`src/rtl/round_timer_pkg.sv`:
```
// Shared constants and state encoding for the round timer and the game FSM.
package round_timer_pkg;

    // Defaults shared with the game FSM
    localparam int DEF_DIV      = 100;
    localparam int DEF_SEC_W    = 7;
    localparam int DEF_WARN_SEC = 5;

    // Round state encoding
    typedef enum logic [1:0] {
        ST_IDLE    = 2'd0,
        ST_RUN     = 2'd1,
        ST_PAUSE   = 2'd2,
        ST_EXPIRED = 2'd3
    } state_t;

endpackage

```
`src/rtl/tick_prescaler.sv`:
```
// Generalised pulse divider: one registered tick every DIV enabled cycles.
// wrap is the combinational "this enabled cycle completes a unit" flag, so the
// owner can update its own registers on the same edge that raises tick.
module tick_prescaler #(
    parameter int DIV   = 100,
    parameter int DIV_W = $clog2(DIV)
) (
    input  logic clk,
    input  logic rst,
    input  logic clr,
    input  logic en,
    output logic tick,
    output logic wrap
);

    localparam logic [DIV_W-1:0] LAST = DIV_W'(DIV - 1);

    logic [DIV_W-1:0] cnt;

    // A clear in the same cycle discards the wrap
    assign wrap = en & ~clr & (cnt == LAST);

    // Count enabled cycles; clear has priority, count holds while disabled
    always_ff @(posedge clk or negedge rst) begin
        if (!rst) begin
            cnt  <= '0;
            tick <= 1'b0;
        end else if (clr) begin
            cnt  <= '0;
            tick <= 1'b0;
        end else if (en) begin
            cnt  <= (cnt == LAST) ? '0 : cnt + DIV_W'(1);
            tick <= (cnt == LAST);
        end else begin
            tick <= 1'b0;
        end
    end

endmodule

```
`src/rtl/round_timer.sv`:
```
// Round timer: prescaled unit ticks drive a loadable per-round countdown.
// Optional warn output is enabled with the ROUND_TIMER_WARN_EN macro.
module round_timer
    import round_timer_pkg::*;
#(
    parameter int DIV      = DEF_DIV,
    parameter int DIV_W    = $clog2(DIV),
    parameter int SEC_W    = DEF_SEC_W,
    parameter int WARN_SEC = DEF_WARN_SEC
) (
    input  logic             clk,
    input  logic             rst,
    input  logic             start,
    input  logic             pause,
    input  logic             abort,
    input  logic             tick_en,
    input  logic [SEC_W-1:0] limit,
    output logic [SEC_W-1:0] remaining,
`ifdef ROUND_TIMER_WARN_EN
    output logic             warn,
`endif
    output logic             sec_tick,
    output logic             running,
    output logic             expired
);

    // Catch illegal configurations at elaboration
    if (DIV < 2 || WARN_SEC >= (1 << SEC_W)) begin : g_param_err
        $error("round_timer: DIV must be >= 2 and WARN_SEC must fit in SEC_W");
    end

    state_t           state_q, state_d;
    logic [SEC_W-1:0] rem_q, rem_d;
    logic             exp_d, run_d;
    logic             presc_clr, presc_en, wrap;

    // Start or abort restarts the prescaler; it only counts while truly running
    assign presc_clr = start | abort;
    assign presc_en  = (state_q == ST_RUN) & tick_en & ~pause;

    tick_prescaler #(
        .DIV   (DIV),
        .DIV_W (DIV_W)
    ) u_presc (
        .clk  (clk),
        .rst  (rst),
        .clr  (presc_clr),
        .en   (presc_en),
        .tick (sec_tick),
        .wrap (wrap)
    );

    // Next state and next output values; priority abort > start > pause > tick
    always_comb begin
        state_d = state_q;
        rem_d   = rem_q;
        exp_d   = 1'b0;
        if (abort) begin
            state_d = ST_IDLE;
            rem_d   = '0;
        end else if (start) begin
            if (limit != '0) begin
                state_d = ST_RUN;
                rem_d   = limit;
            end else begin
                state_d = ST_EXPIRED;
                rem_d   = '0;
                exp_d   = 1'b1;
            end
        end else begin
            case (state_q)
                ST_RUN: begin
                    if (pause) begin
                        state_d = ST_PAUSE;
                    end else if (wrap) begin
                        if (rem_q <= SEC_W'(1)) begin
                            state_d = ST_EXPIRED;
                            rem_d   = '0;
                            exp_d   = 1'b1;
                        end else begin
                            rem_d = rem_q - SEC_W'(1);
                        end
                    end
                end
                ST_PAUSE: begin
                    if (!pause) state_d = ST_RUN;
                end
                default: ;
            endcase
        end
        run_d = (state_d == ST_RUN) || (state_d == ST_PAUSE);
    end

    // State and registered outputs
    always_ff @(posedge clk or negedge rst) begin
        if (!rst) begin
            state_q <= ST_IDLE;
            rem_q   <= '0;
            running <= 1'b0;
            expired <= 1'b0;
        end else begin
            state_q <= state_d;
            rem_q   <= rem_d;
            running <= run_d;
            expired <= exp_d;
        end
    end

    assign remaining = rem_q;

`ifdef ROUND_TIMER_WARN_EN
    // Warn while the round is live and few units remain
    always_ff @(posedge clk or negedge rst) begin
        if (!rst) warn <= 1'b0;
        else      warn <= run_d && (rem_d != '0) && (rem_d <= SEC_W'(WARN_SEC));
    end
`endif

endmodule

```
`config.mk`:
```
export PLATFORM = sky130hd
export DESIGN_NAME = round_timer
export DESIGN_NICKNAME = d
export VERILOG_FILES = /design/src/rtl/round_timer_pkg.sv /design/src/rtl/tick_prescaler.sv /design/src/rtl/round_timer.sv
export SDC_FILE = /design/constraint.sdc
export NUM_CORES = 1
export LEC_CHECK = 0
export CELL_PAD_IN_SITES_DETAIL_PLACEMENT = 1
export CELL_PAD_IN_SITES_GLOBAL_PLACEMENT = 2
export CORE_MARGIN = 4
export CORE_UTILIZATION = 27
export CTS_BUF_LIST = sky130_fd_sc_hd__clkbuf_16
export CTS_CLUSTER_DIAMETER = 80
export DETAILED_ROUTE_END_ITERATION = 10
export PLACE_DENSITY_LB_ADDON = 0.1
export SYNTH_ARGS = -nofsm -noshare
export SYNTH_HDL_FRONTEND = slang
export SYNTH_SLANG_ARGS = --single-unit
export TNS_END_PERCENT = 50
```
`constraint.sdc`:
```
create_clock -name clk -period 2.2 [get_ports clk]
set_input_delay 0.33 -clock clk [delete_from_list [all_inputs] [get_ports clk]]
set_output_delay 0.33 -clock clk [all_outputs]
set_load 0.005 [all_outputs]
```
After elaboration in Yosys (flattened, before gate mapping)
Index checks and enable logic that the tools add are counted.
{"block": "classes", "add_sub_neg": 2, "order_cmp": 1, "n_eq_ne": 6, "n_mux": 27, "bitwise_logic": 7, "n_reduce_logical": 6}
{"operator": "two-way mux 7 bit", "n": 10}
{"operator": "two-way mux 2 bit", "n": 7}
{"operator": "two-way mux 1 bit", "n": 9}
{"operator": "adder 7 x 1 -> 7 bit, second input constant", "n": 1}
{"operator": "equality test 7 bit, second input constant", "n": 1}
{"operator": "less-or-equal comparator 7 x 1 -> 1 bit, second input constant", "n": 1}
{"operator": "nonzero test 7 bit", "n": 1}
{"operator": "subtractor 7 x 1 -> 7 bit, second input constant", "n": 1}
{"operator": "nonzero test 3 bit", "n": 2}
{"operator": "AND 1 bit", "n": 4}
{"operator": "equality test 2 x 1 -> 1 bit, second input constant", "n": 2}
{"operator": "equality test 2 bit, second input constant", "n": 2}
{"operator": "one-hot mux 2 bit (2 select lines)", "n": 1}
{"operator": "inequality test 3 x 2 -> 1 bit, second input constant", "n": 1}
{"operator": "AND reduction 3 bit", "n": 1}
{"operator": "inverter 1 bit", "n": 2}
{"operator": "nonzero test 2 bit", "n": 1}
{"operator": "logical OR 1 bit", "n": 1}
{"operator": "OR 1 bit", "n": 1}
{"block": "word_totals", "regBits": 19, "in_bits": 13}

Logic depth before layout (Yosys ltp)
{"block": "depth", "depth_word": 12, "depth_mapped": 9, "ltp_nobuf": 7}

Cells and area by module
A second synthesis with hierarchy kept.
{"block": "unflattened", "cells_unflattened": 130, "area_unflattened_um2": 1213.7}
{"module": "round_timer", "n_inst": 1, "cells_per_inst": 85, "area_per_inst_um2": 790.8}
{"module": "tick_prescaler", "n_inst": 1, "cells_per_inst": 45, "area_per_inst_um2": 422.9}

Worst setup path before layout
OpenSTA, ideal clock, no wires.
{"block": "synth_path", "path_kind": "reg-to-reg", "from": "register state_q[1]", "to": "register rem_q[4], in the netlist remaining[4]", "setup_time_ns": 0.099, "arrival_time_ns": 1.686, "required_ns": 2.101, "setup_slack_ns": 0.414, "stages_incl_launch_ff": 8, "synth_period_minus_slack_ns": 1.786, "path_cell_list": "dfrtp_1 > inv_1 > ha_1 > and3b_1 > buf_4 > nand3_1 > or4_1 > a311oi_1"}
{"block": "synth_between", "elab_chain_len": 7, "elab_cells_between_ends": 8}
{"item": "start, declared", "line": "round_timer.sv:32", "text": "state_t state_q, state_d;"}
{"item": "start signal, assigned", "line": "round_timer.sv:102", "text": "state_q <= state_d;"}
{"item": "equality test 2 x 1 -> 1 bit *", "line": "round_timer.sv:39, round_timer.sv:71"}
{"item": "AND 1 bit (2 in series)", "line": "round_timer.sv:39", "text": "assign presc_en = (state_q == ST_RUN) & tick_en & ~pause;"}
{"item": "AND 1 bit (2 in series)", "line": "tick_prescaler.sv:21", "text": "assign wrap = en & ~clr & (cnt == LAST);"}
{"item": "nonzero test 3 bit (no source line)"}
{"item": "AND reduction 3 bit (no source line) *"}
{"item": "end signal, assigned", "line": "round_timer.sv:103", "text": "rem_q <= rem_d;"}
{"item": "end, declared", "line": "round_timer.sv:33", "text": "logic [SEC_W-1:0] rem_q, rem_d;"}
Every way passes the cells marked *; elsewhere a longest branch is shown, timed or not.
A chain may end at the register's enable or synchronous reset.

Worst setup path in the final report
{"block": "layout_path", "from": "register u_presc.cnt[0]", "to": "register rem_q[4], in the netlist remaining[4]"}
{"block": "layout_between", "elab_chain_len": 4}
{"item": "start, declared", "line": "tick_prescaler.sv:18", "text": "logic [DIV_W-1:0] cnt;"}
{"item": "start signal, assigned", "line": "tick_prescaler.sv:32", "text": "cnt <= (cnt == LAST) ? '0 : cnt + DIV_W'(1);"}
{"item": "equality test 7 bit", "line": "tick_prescaler.sv:21"}
{"item": "AND 1 bit", "line": "tick_prescaler.sv:21"}
{"item": "nonzero test 3 bit (no source line)"}
{"item": "AND reduction 3 bit (no source line)"}
Every way passes these cells.

==> summary.md <==
| Metric | Value |
|---|---|
| Status | completed |
| Reg-to-reg setup timing slack | 0.25 ns |
| Synth Area in XOR/XNOR | 0% |
| First-pass GRT wire length | 5.934 mm |
| CP delay by family, top | simple AND/OR/NAND/NOR gates |
| Adder-cell area share of the yosys netlist | 5.107% |
| GR Util met3 | 2.375% |
| Crit-path max FO | 5 |
| Routed wire length | 3.536 mm |
| Cell count after synthesis | 141 |
| Worst reg2reg endpoint | remaining[4] |
| Initial antenna violation count | 0 |
| Post-Route Utilization | 37.33% |
| PwrDens | 555.5 nW/um2 |
| Complex-gate fraction of the synthesized area | 18.28% |
| Final clock skew | 0.001351 ns |
| Min-delay worst type | input port to async pin |
| Clock Sinks | 19 |
| Syn avg cell area | 8.687 um2 |
| Synth unique cells | 42 |
| NumNets Final | 191 |
| Pins Over Slew Limit | 0 |
| Fillcell total | 514 |
| Routability cong. | 0.7724 |
| Starting density of the core | 27.94% |
| RSZ-0062 raised after global routing | no |
| DRC | 0 |
| CP max stage delay | 0.48 ns |
| Syn nets | 159 |
| Largest family of logic cells by synthesized area | simple AND/OR/NAND/NOR gates |
| Pleak | 0.0006687 uW |
| Setup Fix Bufs, Post-CTS | 0 |
| Post-DP HPWL | 2.794 mm |
| CTS Buf Count | 3 |
| Finish-stage setup viols | 0 |
| N_diodes | 0 |
| Fin crit share | 88.81% |
| Hold Fails Final Rpt | 0 |
| Top cell type's share of synthesized area | 38.82% |
| Vias | 1,167 |
| CTS H-tree lvls | 1 |
| Vias in the first global route | 1,235 |
| Layout area overhead | 33.61% |
| Crit. End Element | flip-flop |
| Layout cells sized above 1 | 13.37% |
| Slew @ Worst Pin | 0.3919 ns |
| Sequential area share after synthesis | 38.82% |
| Launch point of the worst reg-to-reg path | u_presc.cnt[0] |
| I/O Buffers | 22 |
| WS Path Type | flip-flop to flip-flop |
| Clk_lat worst skew | 0.25 ns |
| Final ANT Viol Nets | 0 |
| Number of synthesized flops with an enable pin | 0 |
| Simple logic cell fraction of the synthesized area | 29.62% |
| Post-synth top flop | dfrtp_1 |
| Met1 Usage GRT | 18.66% |
| Ys async rst share | 100.0% |
| GRT Max-Usage Layer | met2 |
| Min cycle time layout | 1.954 ns |
| Mapped Area | 1225 um2 |
| #FFs+latches synth | 19 |
| Arrival @ worst endpoint | 2.10 ns |
| Mux cell area share after synthesis | 3.371% |
| GRT Residual Overflow | 0 |
| Synth warn | 0 |
| Cell depth of the worst flop-to-flop path | 5 |
| PostCTS Resize Cnt | 0 |
| Total core area | 4384 um2 |
| Max Clk Rate | 0.5118 GHz |
| CTS Hold Bufs | 0 |
| Tot GR Track Use | 13.91% |
| CP bufs+invs | 0 |
| Worst endpoint required time | 2.35 ns |
| Slew Limit Headroom | 73.67% |
| Initial DRC count | 50 |
| DIE AREA | 5678 um2 |
| Setup TNS | 0 ns |
| Via density per instance | 5.210 |
| Core Rows | 24 |
| Wire per inst | 15.79 um |
| CP Launch Type | flip-flop |
| Max VDD drop | 0.0002253 V |
| Io pins | 23 |
| Slowest-stage cell, CP | or4_1 |
| Largest net degree at the start of global routing | 20 |
| CP Cell Sequence | ha_1, and4bb_2, nand3_1, or4_1, a311oi_1 |
| Post-synth top area cell | dfrtp_1 |
| Synth area leaders | dfrtp_1, ha_1, a21oi_1, nor2_1, nand2_1 |
| M2 GR Usage | 22.72% |
| Die Y | 75.36 um |
| Chip width | 75.36 um |
| Clk buf depth | 2 |
| Clk root buf | clkbuf_16 |
| Clock-pin slew on the worst setup and hold paths | 0.06 ns |
| Initial DRT Pass Iterations | 4 |
| MaxCap Viol Count | 0 |
| CTS tree | done |
-- cell type report --
type / instances / area (um2) / area share (%)
Inverter: 8 / 30.03 / 1.835
Clock buffer: 3 / 75.07 / 4.587
Sequential cell: 19 / 475.5 / 29.05
Clock inverter: 1 / 5.005 / 0.3058
Multi-Input combinational cell: 109 / 690.7 / 42.20
Timing Repair Buffer: 32 / 295.3 / 18.04
Tap cell: 52 / 65.06 / 3.976
-- cell usage in the layout, fill, tap and decap left out, drive strengths merged, types with 4 or more instances in the layout --
cell           Yosys  layout
ha                 5       5
clkdlybuf4s50      0      22
nand2b             4       4
nand3              6       6
a21oi             12      12
nand2             11      11
inv                8       8
nor4               5       5
o21ai              8       8
dfrtp             19      19
buf                4      10
nor2              15      15
-- report_power, final --
group | internal (uW) | switching, uW
clock | 244 | 137
combinational | 78.3 | 76.1
sequential | 361 | 13.1
-- synth_stat cells (2+ instances only) --
master,number
mux2i_1,3
inv_1,7
or3_1,2
nor2_1,14
and3_1,3
nand2b_1,4
a211oi_1,3
ha_1,5
nor4_1,4
dfrtp_1,19
o21a_1,2
o21ai_0,8
nand3_1,6
buf_4,2
nand3b_1,2
nor3_1,3
a31oi_1,3
buf_2,2
nand2_1,11
or4_1,3
a21oi_1,12
or2_2,2
nand4_1,2
-- cell families after synthesis --
| group | after synthesis |
|---|---|
| simple gates | 65 |
| compound gates | 35 |
| flops | 19 |
| buf+inv | 13 |
| fa+ha+maj | 5 |
| mux | 4 |
-- metal layers --
metal	part of all wire [%]	up-vias
met4	1.1	0
met1	48	569
met5	0	-
met3	2.1	4
met2	49	17
li1	-	577
-- sequential cells by signal, summed over array words and instances, names as in the netlist --
name / count
expired: 1
state_q: 2
u_presc.tick: 1
running: 1
u_presc.cnt: 7
remaining: 7
-- worst register-to-register path: cells and delay by family, from the launching register on --
kind                       cells  cell delay [ns]
and+or+nand+nor                3             0.91
DFF                            1             0.37
AOI/OAI and AO/OA              1             0.30
adders and majority gates      1             0.26
-- worst max-delay path by stage --
stage | startpoint | to | slack (ns) | depth (start not counted)
6_report | u_presc.cnt[0] | remaining[4] | 0.25 | 5
3_5_place_dp | limit[1] | running | 0.01 | 6
2_1_floorplan | state_q[1] | remaining[4] | 0.41 | 7
4_1_cts | u_presc.cnt[0] | remaining[4] | 0.23 | 5
5_1_grt | limit[1] | running | 0.05 | 6
3_3_place_gp | limit[1] | running | 0.08 | 6
-- metrics by stage --
stage	cells	hold WS [ns]	area [um2]	setup slack (ns)	power, uW
6_report	224	0.4251	1637	0.2462	909.1
5_1_grt	224	0.4571	1637	0.05085	961.6
4_1_cts	224	0.4386	1637	0.2264	921.4
3_5_place_dp	220	0.5491	1556	0.01209	538.0
3_3_place_gp	220	0.5322	1556	0.07504	534.3
2_1_floorplan	141	0.03441	1225	0.4142	452.2
Note: power is estimated with default switching activity, not from simulation.
==> variant 1: new RTL, config.mk and constraints unchanged <==
The package constant `DEF_SEC_W` goes from 7 to 5.
--- a/src/rtl/round_timer_pkg.sv
+++ b/src/rtl/round_timer_pkg.sv
@@ -5,3 +5,3 @@
     localparam int DEF_DIV      = 100;
-    localparam int DEF_SEC_W    = 7;
+    localparam int DEF_SEC_W    = 5;
     localparam int DEF_WARN_SEC = 5;
Interface: changed (resized limit and remaining); port bits go from 23 to 19. The function was not compared with the original's and may differ.
==> variant 1 against the unedited design <==
Worst setup slack got worse by 0.052 ns; sequential cell count decreased by 2; synthesized area decreased by 14%; die area decreased by 13%; clock power decreased by 5.5%; power decreased by 10%; routed wire length decreased by 24%; cell area decreased by 15%.
==> variant 1: results (changes against the unedited design) <==
.. list-table::
   :header-rows: 1

   * - Metric
     - Value
   * - Count of synthesis-stage warnings from yosys
     - 0 (unchanged)
   * - Inst Count DP
     - 185 (-16%)
   * - Flip-flop cell with the highest count after synthesis
     - dfrtp_1
   * - Average wire per standard cell
     - 14.29 um (-9.5%)
   * - Violation count after the first detailed-routing iteration
     - 29 (-42%)
   * - Maximum single-stage delay on the critical path
     - 0.54 ns (+0.06 ns)
   * - Detailed-route via count
     - 937 (-20%)
   * - Number of search-and-repair iterations in the first detailed-routing pass
     - 4 (unchanged)
   * - Sw Ratio
     - 23.55% (-1.3 points)
   * - Largest fanout on the critical path
     - 9 (+4)
   * - Worst rel slew slack
     - 77.15% (+3.5 points)
   * - Synth area leaders
     - dfrtp_1, ha_1, nor2_1, nand3_1, o21ai_0
   * - Worst setup slack before clock tree synthesis
     - 0.09923 ns (+0.08714 ns)
   * - Unique masters post-synth
     - 35 (-17%)
   * - Data arrival time of the critical path
     - 2.13 ns (+0.03 ns)
   * - Total GRT Usage
     - 11.83% (-2.1 points)
   * - # fillers
     - 448 (-13%)
   * - Routed WL
     - 2701 um (-24%)
   * - Xor and xnor area share after synthesis
     - 3.337% (+3.3 points)
   * - Total placed instance area
     - 1319 sq um (-15%)
   * - HPWL after detailed placement
     - 2170 um (-22%)
   * - Fraction of synthesized area in multiplexers
     - 1.907% (-1.5 points)
   * - Antenna Cells
     - 0 (unchanged)
   * - GR Layer Usage met1
     - 15.53% (-3.1 points)
   * - Fraction of layout instances using a drive strength above 1
     - 9.220% (-4.2 points)
   * - Status
     - finished clean
   * - Compound-gate portion of the synthesized area
     - 15.38% (-2.9 points)
   * - Syn Nets
     - 131 (-18%)
   * - Sequential fraction of the synthesis area
     - 40.52% (+1.7 points)
   * - Vias in the first global route
     - 948 (-23%)
   * - # Post-CTS Setup Buffers
     - 0 (unchanged)
   * - Largest net degree at the start of global routing
     - 18 (-10%)
   * - Slowest library cell on the worst path
     - or3_1
   * - Met2 Track Usage GR
     - 18.81% (-3.9 points)
   * - Maximum resistive drop on vdd
     - 0.2276 mV (+0.99%)
   * - Source-to-sink clock delay at the later pin of the worst-skew pair
     - 0.25 ns (about the same)
   * - Antenna violations before repair
     - 0 (unchanged)
   * - Footprint of the multi-input gates
     - 574.3 sq um (-17%)
   * - Top post-synthesis cells by count
     - dfrtp_1, nor2_1, inv_1
   * - Clock tree root buffer cell
     - clkbuf_16
   * - Weighted congestion reported at the end of routability-driven placement
     - 0.8071 (+4.5%)
   * - Number of buffers inserted by port buffering
     - 18 (-18%)
   * - Post-synthesis instance total
     - 115 (-18%)
   * - Met3 GRT Util
     - 2.590% (+0.22 points)
   * - Synthesized-area fraction occupied by adder cells
     - 5.959% (+0.85 points)
   * - Leakage power figure
     - 0.5937 nW (-11%)
   * - Number of nets in the final layout
     - 158 (-17%)
   * - Wire length of the first global-routing pass
     - 4678 um (-21%)
   * - Quantity of gates resized following cts
     - 0 (unchanged)
   * - Final setup skew
     - 0.002912 ns (+0.001561 ns)
## variant 1: changes by cell type after synthesis, moves of 3 or more
cell	unedited run	this run
nand2_1	11	7
or4_1	3	0
xor2_1	0	4
a21oi_1	12	5
a31oi_1	3	0
nor2_1	14	11
## variant 1: layout make-up
type | instances | area share [%]
Clock buffer | 3 | 5.372
Clock inverter | 1 | 0.2686
Multi-Input combinational cell | 87 | 41.09
Timing Repair Buffer | 24 | 16.11
Tap cell | 48 | 4.297
Inverter | 9 | 2.417
Sequential cell | 17 | 30.44
## variant 1: metal layers
| metal | up-vias | part of all wire [%] |
|---|---|---|
| met3 | 2 | 3.0 |
| met5 | - | 0 |
| met1 | 460 | 47 |
| met2 | 8 | 49 |
| met4 | 0 | 0.70 |
| li1 | 467 | - |
## variant 1: path summary, 6_finish.rpt
| path | cells after the start | slack [ns] | from | end |
|---|---|---|---|---|
| min in group clk | 2 | 0.55 | u_presc.cnt[6] | u_presc.cnt[6] |
| worst min register to register | 2 | 0.55 | u_presc.cnt[6] | u_presc.cnt[6] |
| worst max register to register | 6 | 0.19 | u_presc.cnt[0] | remaining[3] |
| worst min-delay path | 2 | 0.42 | rst | running |
| worst max-delay path | 6 | 0.19 | u_presc.cnt[0] | remaining[3] |
| max in group asynchronous | 2 | 1.57 | rst | u_presc.cnt[6] |
## variant 1: kinds of logic after synthesis
logic type	after synthesis
flops	17
fa+ha+maj	5
simple gates	51
compound gates	25
buf+inv	11
xor+xnor	4
mux	2
## variant 1: power groups by stage
stage	Sequential, mW	Clock, mW	Combinational, mW
after floorplan	0.340	0	0.0533
after CTS	0.337	0.376	0.122
after global placement	0.342	0	0.119
after global routing	0.338	0.393	0.134
after detailed placement	0.342	0	0.121
final	0.336	0.360	0.118
==> variant 2: new RTL, same flow settings <==
Made on the original files. Compare `cnt` against `LAST` with >= in place of ==.
--- a/src/rtl/tick_prescaler.sv
+++ b/src/rtl/tick_prescaler.sv
@@ -20,3 +20,3 @@
     // A clear in the same cycle discards the wrap
-    assign wrap = en & ~clr & (cnt == LAST);
+    assign wrap = en & ~clr & (cnt >= LAST);
 
Function: same outputs for any inputs over 10 cycles, from zero or initial values and one cycle with rst low; that may be too few to reach the edited logic, so the function may still have changed.
==> variant 2 against the unedited design <==
Routed wire length up 1.5%; critical endpoint is now running; cell area fell by 0.31%; power increased by 7.2%; synthesized area rose by 1.9%; global-route usage is 0.77 points lower; sequential cell count stayed put; clock skew is essentially flat; sequential share of layout area up 0.089 points; worst setup slack better by 0.038 ns; via count shrank 3.3%; first-iteration DRC count grew 58%.
==> variant 2: results (changes against the unedited design) <==
.. list-table::
   :header-rows: 1

   * - Metric
     - Value
   * - Status
     - finished clean
   * - Leakage power figure
     - 0.6977 nW (+4.3%)
   * - Clock slew at reported path FFs
     - 0.06 ns (about the same)
   * - Final setup violating endpoints
     - 0 (unchanged)
   * - Maximum buffer depth of the clock tree
     - 2 (unchanged)
   * - Total placed instance area
     - 1553 sq um (-0.24%)
   * - Slowest library cell on the worst path
     - dfrtp_1
   * - Net Sw Power
     - 0.2646 mW (+17%)
   * - # fillers
     - 520 (+1.2%)
   * - Worst setup slack before clock tree synthesis
     - 0.09031 ns (+0.07822 ns)
   * - Vias in the first global route
     - 1241 (+0.49%)
   * - Crit path max-delay family
     - compound AO/OA/AOI/OAI gates
   * - Average size of a mapped cell
     - 9.182 sq um (+5.7%)
   * - Maximum resistive drop on vdd
     - 0.2412 mV (+7.0%)
   * - Unique masters post-synth
     - 44 (+4.8%)
   * - Detailed-route via count
     - 1129 (-3.3%)
   * - Syn Nets
     - 154 (-3.1%)
   * - Wire length of the first global-routing pass
     - 6265 um (+5.6%)
   * - Inst Count DP
     - 213 (-3.2%)
   * - Synth area leaders
     - dfrtp_1, nand2_1, ha_1, o31ai_1, nor3_1
   * - Violation count after the first detailed-routing iteration
     - 79 (+58%)
   * - Fraction of layout instances using a drive strength above 1
     - 10.30% (-3.1 points)
   * - Source-to-sink clock delay at the later pin of the worst-skew pair
     - 0.25 ns (about the same)
   * - Hold Crit Class
     - in -> async
   * - Total CTS buffers
     - 3 (unchanged)
   * - Largest net degree at the start of global routing
     - 20 (unchanged)
   * - Data arrival time of the critical path
     - 2.04 ns (-0.06 ns)
   * - HPWL after detailed placement
     - 2756 um (-1.3%)
   * - Sequential fraction of the synthesis area
     - 38.08% (-0.74 points)
   * - # Post-CTS Setup Buffers
     - 0 (unchanged)
   * - Maximum single-stage delay on the critical path
     - 0.42 ns (-0.06 ns)
   * - Number of search-and-repair iterations in the first detailed-routing pass
     - 4 (unchanged)
   * - Final setup skew
     - 0.001013 ns (-0.0003381 ns)
   * - Weighted congestion reported at the end of routability-driven placement
     - 0.8650 (+12%)
   * - Fin cells
     - 217 (-3.1%)
   * - Count of synthesis-stage warnings from yosys
     - 0 (unchanged)
   * - Slew of the pin with the lowest slew margin
     - 0.4933 ns (+0.1015 ns)
   * - Flip-flop cell with the highest count after synthesis
     - dfrtp_1
   * - Largest fanout on the critical path
     - 4 (-1)
   * - Antenna Cells
     - 0 (unchanged)
   * - Number of buffers inserted by port buffering
     - 22 (unchanged)
   * - Clock tree root buffer cell
     - clkbuf_16
   * - Number of nets in the final layout
     - 184 (-3.7%)
   * - Fraction of registers with async set/reset
     - 100.0% (unchanged)
   * - Antenna violations before repair
     - 0 (unchanged)
   * - Maximum level of the CTS H-tree
     - 1 (unchanged)
   * - Routed WL
     - 3589 um (+1.5%)
   * - Quantity of gates resized following cts
     - 0 (unchanged)
   * - Top post-synthesis cells by count
     - dfrtp_1, nand2_1, nor2_1
   * - Total GRT Usage
     - 13.15% (-0.77 points)
[variant 2: power groups by stage]
| stage | clock (mW) | combinational [mW] | sequential, mW |
|---|---|---|---|
| detailed placement | 0 | 0.216 | 0.390 |
| global route | 0.412 | 0.238 | 0.387 |
| finish | 0.378 | 0.212 | 0.385 |
| floorplan | 0 | 0.108 | 0.389 |
| global placement | 0 | 0.213 | 0.390 |
| CTS | 0.397 | 0.217 | 0.384 |
[variant 2: kinds of logic after synthesis]
group                      after synthesis  synth area share (%)
AOI/OAI and AO/OA                       37                 24.15
DFF                                     19                 38.08
and+or+nand+nor                         63                 26.55
adders and majority gates                5                 5.010
buffers and inverters                    9                 3.907
xor gates and xnor gates                 1                0.7015
muxes                                    2                 1.603
[variant 2: final cells by class]
class                      count  area (sq um)  area share, %
timing repair buffer          28         265.3          16.26
sequential                    19         475.5          29.14
inverter                       6         22.52          1.380
clock buffer                   3         75.07          4.601
clock inverter                 1         3.754         0.2301
tap                           52         65.06          3.988
multi-input combinational    108         724.4          44.40
[variant 2: metal layers]
metal / part of all wire [%] / global-route usage (%) / vias up
li1: - / - / 552
met1: 47 / 16.54 / 554
met2: 49 / 22.35 / 18
met3: 3.4 / 3.191 / 5
met4: 0.84 / 3.381 / 0
met5: 0 / 0 / -
[variant 2: final timing paths]
kind,slack (ns),end,startpoint,depth (start not counted)
max in group asynchronous,1.56,u_presc.cnt[5],rst,2
min reg2reg,0.52,u_presc.cnt[6],u_presc.cnt[6],1
min in group clk,0.52,u_presc.cnt[6],u_presc.cnt[6],1
max,0.28,running,state_q[1],7
min,0.43,state_q[0],rst,2
max reg2reg,0.28,running,state_q[1],7
